--- config.mk ---
export PLATFORM = sky130hd
export DESIGN_NAME = positadd_arbiter
export DESIGN_NICKNAME = d
export VERILOG_FILES = /design/src/rtl/positadd_arbiter.sv
export SDC_FILE = /design/constraint.sdc
export NUM_CORES = 1
export LEC_CHECK = 0
export ABC_AREA = 1
export BUFFER_PORTS_ARGS = -buffer_cell sky130_fd_sc_hd__buf_2
export CAP_MARGIN = 25
export CORE_MARGIN = 2
export CORE_UTILIZATION = 50
export CTS_CLUSTER_SIZE = 10
export DETAILED_ROUTE_END_ITERATION = 8
export GPL_TIMING_DRIVEN = 0
export PLACE_DENSITY = 0.74
export SETUP_SLACK_MARGIN = 0.15
export SYNTH_ARGS = -nofsm -noshare
export SYNTH_HDL_FRONTEND = slang
export SYNTH_SLANG_ARGS = --single-unit
--- constraint.sdc ---
create_clock -name clk -period 6.9 [get_ports clk]
set_clock_uncertainty 0.15 [all_clocks]
set_input_delay 2.07 -clock clk [delete_from_list [all_inputs] [get_ports clk]]
set_output_delay 2.07 -clock clk [all_outputs]
set_load 0.02 [all_outputs]
--- src/rtl/positadd_arbiter.sv ---
// Round-robin, credit-based sharing of one pipelined posit adder between NREQ requesters.
// Per-requester grant counters are built only when POSITADD_ARB_STATS_EN is defined.
module positadd_arbiter #(
  parameter int NREQ       = 4,
  parameter int LATENCY    = 4,
  parameter int RESP_DEPTH = 4,
  parameter int NBITS      = 32
) (
  input  logic                  clk,
  input  logic                  reset,
  input  logic [NREQ-1:0]       req_valid,
  output logic [NREQ-1:0]       req_ready,
  input  logic [NREQ*NBITS-1:0] req_in1,
  input  logic [NREQ*NBITS-1:0] req_in2,
  output logic [NREQ-1:0]       resp_valid,
  input  logic [NREQ-1:0]       resp_ready,
  output logic [NREQ*NBITS-1:0] resp_result,
  output logic [NREQ-1:0]       resp_inf,
  output logic [NREQ-1:0]       resp_zero,
  output logic [NBITS-1:0]      add_in1,
  output logic [NBITS-1:0]      add_in2,
  output logic                  add_start,
  input  logic [NBITS-1:0]      add_result,
  input  logic                  add_inf,
  input  logic                  add_zero,
  input  logic                  add_done,
  output logic                  err_orphan,
  output logic [NREQ*16-1:0]    stat_grants
);
  localparam int TW  = $clog2(NREQ);
  localparam int CW  = $clog2(RESP_DEPTH + 1);
  localparam int RPW = (RESP_DEPTH > 1) ? $clog2(RESP_DEPTH) : 1;
  localparam int TD  = LATENCY + 1;
  localparam int TPW = (TD > 1) ? $clog2(TD) : 1;
  localparam int TCW = $clog2(TD + 1);
  localparam int FCW = $clog2(LATENCY + 2);

  typedef enum logic {FLUSH, RUN} state_t;
  state_t state, state_next;
  logic [FCW-1:0] flush_cnt, flush_cnt_next;
  logic run;

  logic [TW-1:0]   rr_ptr, grant_idx;
  logic            grant_any;
  logic [NREQ-1:0] eligible, resp_push;

  logic [TW-1:0]  tag_mem [TD];
  logic [TPW-1:0] tag_wr, tag_rd;
  logic [TCW-1:0] tag_cnt;
  logic           tag_pop;
  logic [TW-1:0]  done_tag;

  assign run = (state == RUN);

  always_ff @(posedge clk or posedge reset) begin
    if (reset) begin
      state     <= FLUSH;
      flush_cnt <= FCW'(LATENCY + 1);
    end else begin
      state     <= state_next;
      flush_cnt <= flush_cnt_next;
    end
  end

  // The adder cannot be reset, so wait out anything still in its pipe.
  always_comb begin
    state_next     = state;
    flush_cnt_next = flush_cnt;
    case (state)
      FLUSH: begin
        if (flush_cnt <= FCW'(1)) begin
          state_next     = RUN;
          flush_cnt_next = '0;
        end else begin
          flush_cnt_next = flush_cnt - 1'b1;
        end
      end
      default: ;
    endcase
  end

  always_comb begin
    logic [TW:0] sum;
    req_ready = '0;
    grant_any = 1'b0;
    grant_idx = '0;
    sum       = '0;
    if (run) begin
      for (int k = 0; k < NREQ; k++) begin
        sum = {1'b0, rr_ptr} + (TW+1)'(k);
        if (sum >= (TW+1)'(NREQ)) sum = sum - (TW+1)'(NREQ);
        if (!grant_any && eligible[sum[TW-1:0]]) begin
          grant_any = 1'b1;
          grant_idx = sum[TW-1:0];
        end
      end
    end
    if (grant_any) req_ready[grant_idx] = 1'b1;
  end

  assign tag_pop  = run && add_done && (tag_cnt != '0);
  assign done_tag = tag_mem[tag_rd];

  always_ff @(posedge clk) begin
    if (grant_any) tag_mem[tag_wr] <= grant_idx;
  end

  always_ff @(posedge clk or posedge reset) begin
    if (reset) begin
      tag_wr  <= '0;
      tag_rd  <= '0;
      tag_cnt <= '0;
    end else begin
      if (grant_any) tag_wr <= (tag_wr == TPW'(TD - 1)) ? '0 : tag_wr + 1'b1;
      if (tag_pop)   tag_rd <= (tag_rd == TPW'(TD - 1)) ? '0 : tag_rd + 1'b1;
      tag_cnt <= tag_cnt + TCW'(grant_any) - TCW'(tag_pop);
    end
  end

  always_ff @(posedge clk or posedge reset) begin
    if (reset) begin
      add_start  <= 1'b0;
      add_in1    <= '0;
      add_in2    <= '0;
      rr_ptr     <= '0;
      err_orphan <= 1'b0;
    end else begin
      add_start <= grant_any;
      add_in1   <= grant_any ? req_in1[grant_idx*NBITS +: NBITS] : '0;
      add_in2   <= grant_any ? req_in2[grant_idx*NBITS +: NBITS] : '0;
      if (grant_any) rr_ptr <= (grant_idx == TW'(NREQ - 1)) ? '0 : grant_idx + 1'b1;
      if (run && add_done && (tag_cnt == '0)) err_orphan <= 1'b1;
    end
  end

  for (genvar gi = 0; gi < NREQ; gi++) begin : g_req
    logic [CW-1:0]    occ, inflight;
    logic [RPW-1:0]   wr_ptr, rd_ptr;
    logic [NBITS+1:0] mem [RESP_DEPTH];
    logic             pop;

    assign resp_push[gi]  = tag_pop && (done_tag == TW'(gi));
    assign resp_valid[gi] = (occ != '0);
    assign pop            = resp_valid[gi] && resp_ready[gi];
    // A credit is held from grant until the consumer pops the response.
    assign eligible[gi]   = req_valid[gi] &&
                            (({1'b0, occ} + {1'b0, inflight}) < (CW+1)'(RESP_DEPTH));

    assign resp_result[gi*NBITS +: NBITS] = mem[rd_ptr][NBITS+1:2];
    assign resp_inf[gi]                   = mem[rd_ptr][1];
    assign resp_zero[gi]                  = mem[rd_ptr][0];

    always_ff @(posedge clk) begin
      if (resp_push[gi]) mem[wr_ptr] <= {add_result, add_inf, add_zero};
    end

    always_ff @(posedge clk or posedge reset) begin
      if (reset) begin
        occ      <= '0;
        inflight <= '0;
        wr_ptr   <= '0;
        rd_ptr   <= '0;
      end else begin
        occ      <= occ + CW'(resp_push[gi]) - CW'(pop);
        inflight <= inflight + CW'(req_ready[gi]) - CW'(resp_push[gi]);
        if (resp_push[gi]) wr_ptr <= (wr_ptr == RPW'(RESP_DEPTH - 1)) ? '0 : wr_ptr + 1'b1;
        if (pop)           rd_ptr <= (rd_ptr == RPW'(RESP_DEPTH - 1)) ? '0 : rd_ptr + 1'b1;
      end
    end
  end

`ifdef POSITADD_ARB_STATS_EN
  for (genvar gi = 0; gi < NREQ; gi++) begin : g_stat
    logic [15:0] cnt;
    always_ff @(posedge clk or posedge reset) begin
      if (reset) begin
        cnt <= '0;
      end else if (req_ready[gi] && (cnt != 16'hFFFF)) begin
        cnt <= cnt + 16'd1;
      end
    end
    assign stat_grants[gi*16 +: 16] = cnt;
  end
`else
  assign stat_grants = '0;
`endif

endmodule
==> summary.md <==
| Metric | Value |
|---|---|
| Status | completed |
| Critical path class | input pin to output port |
| Largest area contributor in the netlist | edfxtp_1 |
| Critical path's slowest cell | clkbuf_4 |
| First-pass GRT wire length | 133 mm |
| Area grow syn2layout | 22.9% |
| Fin. max-slew vios | 0 |
| Dpl ws | 0.0624 ns |
| Delay of the slowest cell on the worst path | 0.25 ns |
| Endpoints failing setup | 0 |
| Top cell type's share of synthesized area | 57.7% |
| Crit path cell chain | buf_2 -> inv_1 -> nor2_1 -> nand4_1 -> nand3_1 -> nand2_2 -> nand2_1 -> nand2_1 -> nand2_1 -> nand3_1 -> nand2_2 -> buf_4 -> clkbuf_4 -> ha_1 -> inv_1 -> nor2_1 -> buf_2 |
| Syn_area_per_cell | 11.4 um^2 |
| Remaining global-route overflow | 0 |
| Hpwl dp | 66.0 mm |
| Synth area leaders | edfxtp_1, dfrtp_1, nor2_1 |
| Iter 0 DRT Violations | 1981 |
| Initial antenna violation count | 10 |
| Longest Clk Path Bufs | 3 |
| Syn. warnings | 0 |
| Post-synth cell types | 34 |
| Worst-skew pair later-pin latency | 0.62 ns |
| Routed WL | 90.4 mm |
| Pin count of the biggest net entering global routing | 65 |
| Utilization after layout | 62.4% |
| Share of cells above drive strength 1 | 24.2% |
| PortBufs | 510 |
| Req. time, crit path | 4.68 ns |
| Row Count | 87 |
| DRT Pass-1 Iters | 6 |
| Antenna-violating nets left | 0 |
| Layout net count | 3552 |
| Avg WL per Cell | 22.6 um |
| GP Congestion | 1.01 |
| Core area | 56700 um^2 |
| Max Clk Rate | 0.155 GHz |
| Max-Cap Viols | 0 |
| Endpoints failing hold | 0 |
| CTS Hold Buffers Added | 0 |
| Setup Fix Bufs, Post-CTS | 0 |
| Setup ws final | 0.457 ns |
| Hold Path Class | flop to flop |
| Total GRT Usage | 29.7% |
| Sequential fraction of the synthesis area | 68.3% |
| H-tree depth | 3 |
| Number of global-route vias before repair | 21.9k |
| Root Buffer | clkbuf_16 |
| Final Cycle Share | 93.4% |
| Top Ports | 575 |
| DR DRC count | 0 |
| Critical Path Sink Type | output port |
| Vias | 22.3k |
| Min Clock Period, post-route | 6.44 ns |
| Inserted Clock Buffers | 79 |
| Mapped cell area | 28800 um^2 |
| Die ar. | 59600 um^2 |
| Worst-margin pin slew | 0.712 ns |
| Total clock sinks | 675 |
| TritonCTS clock tree | yes |
| Post-synthesis cell count | 2517 |
| CP delay by family, top | simple AND/OR/NAND/NOR gates |
| Top cell by count, worst path | nand2_1 |
| Initial core utilization | 50.8% |
| Synth Register Bits | 675 |
| Crit-path max FO | 11 |
| Die span in y | 244 um |
| Die width | 244 um |
| Clock slew at reported path FFs | 0.05 ns |
| Critical Path AT | 4.22 ns |
| Worst path buffer plus inverter count | 6 |
| Worst slew margin | 52.5% |
| Vias per inst | 5.58 |
| Unrepaired setup endpoints after global routing | false |
| Startpoint types | input pin |
[state kept, by name, indices dropped and copies added, names as in the netlist]
name / cells
rr_ptr: 2
err_orphan: 1
g_req.inflight: 12
g_req.mem: 544
tag_mem: 10
tag_rd: 3
tag_wr: 3
tag_cnt: 3
g_req.wr_ptr: 8
run: 1
g_req.occ: 12
add_start: 1
flush_cnt: 3
add_in1: 32
add_in2: 32
g_req.rd_ptr: 8
[cell usage after synthesis, drive strengths merged]
library cell	n
or2	2
nor3	3
inv	106
xor2	1
nand3	217
clkbuf	78
conb	1
o21ai	306
fa	9
buf	135
dfrtp	119
nand4	7
ha	55
nand2	308
and2	4
a31oi	1
xnor2	18
o22ai	139
edfxtp	554
dfstp	2
o21bai	1
nor2	445
or3	4
a21oi	2
[cell type report]
type / count / area (um^2)
fill: 4374 / 21300
inverter: 106 / 405
clock inverter: 12 / 200
sequential: 675 / 19700
timing repair buffer: 527 / 2930
antenna: 7 / 17.5
clock buffer: 118 / 2130
multi-input combinational: 1586 / 7910
buffer: 212 / 1210
tap: 756 / 946
[worst reg2reg max path, cell delays in order, from the launching register on]
cell and delay [ns]:
dfrtp_1 0.44, ha_1 0.30, nand3_1 0.13, nand3_1 0.15, nand2_1 0.11, nor2_2 0.20
nand2_2 0.09, o21ai_1 0.13, inv_1 0.06, nand2_2 0.12, buf_4 0.23, clkbuf_4 0.25
ha_1 0.16, inv_1 0.03, nor2_1 0.19, ha_1 0.18, inv_1 0.05, fa_1 0.36
xnor2_1 0.13
[cell families (layout without fill, tap and decap cells)]
logic type               after synthesis  count (layout)  synth area share, %
AO/OA/AOI/OAI                        449             449                 8.44
XOR/XNOR                              19              19                0.604
adder cells (fa/ha/maj)               64              64                 3.01
buffers and inverters                319             975                 5.57
flip-flops                           675             675                 68.3
other                                  1              71               0.0130
AND/OR/NAND/NOR                      990             990                 14.1
[metrics by stage]
stage | setup TNS [ns] | instances | hold WS [ns] | cell area [um^2]
floorplan | 0 | 2580 | 0.314 | 29000
finish | 0 | 3999 | 0.327 | 35400
global route | 0 | 3998 | 0.370 | 35400
detailed placement | 0 | 3863 | 0.311 | 33000
global placement | -67.34 | 3846 | 0.313 | 32500
CTS | 0 | 3993 | 0.337 | 35400
[per-layer routing]
layer  vias to the layer above  share of wire, %  global-route usage [%]
met5                         -                 0                       0
met4                         0               4.5                    13.6
met3                       206               8.8                    5.45
met2                      1201                51                    51.8
met1                     10859                36                    35.7
li1                      10043                 -                       -
[path summary, 6_finish.rpt]
check                           cells past startpoint                    to            start  slack [ns]
max in group asynchronous                           3           add_in2[16]            reset        4.39
worst max-delay path                               17          req_ready[0]     req_valid[1]        0.46
worst min-delay path                                1            err_orphan       err_orphan        0.33
worst max register to register                     18  g_req[0].inflight[2]  g_req[3].occ[1]        3.31
worst min register to register                      1            err_orphan       err_orphan        0.33
min in group asynchronous                           2       g_req[3].occ[2]            reset        1.41
[what timing repair did]
action / 4_1_cts / 5_1_grt
endpoints found under the setup margin: 3 / 4
resized for setup: 2 / 10
hold endpoints to repair: 0 / 0
cloned: 0 / 0
[layout by cell type (no fill, tap or decap), drive strengths merged, types with 4 or more instances in the layout]
cell and instances:
dfrtp 119, clkbuf 197, clkinv 7, nor2 445, xnor2 18, inv 108
and2 4, nand4 7, diode 7, conb 64, or3 4, edfxtp 554
fa 9, o22ai 139, o21ai 306, nand2 308, nand3 217, ha 55
buf 660
Power is left out: the tool's default activity adds up to more than one toggle a clock period on the data nets, which glitch-free logic cannot reach.
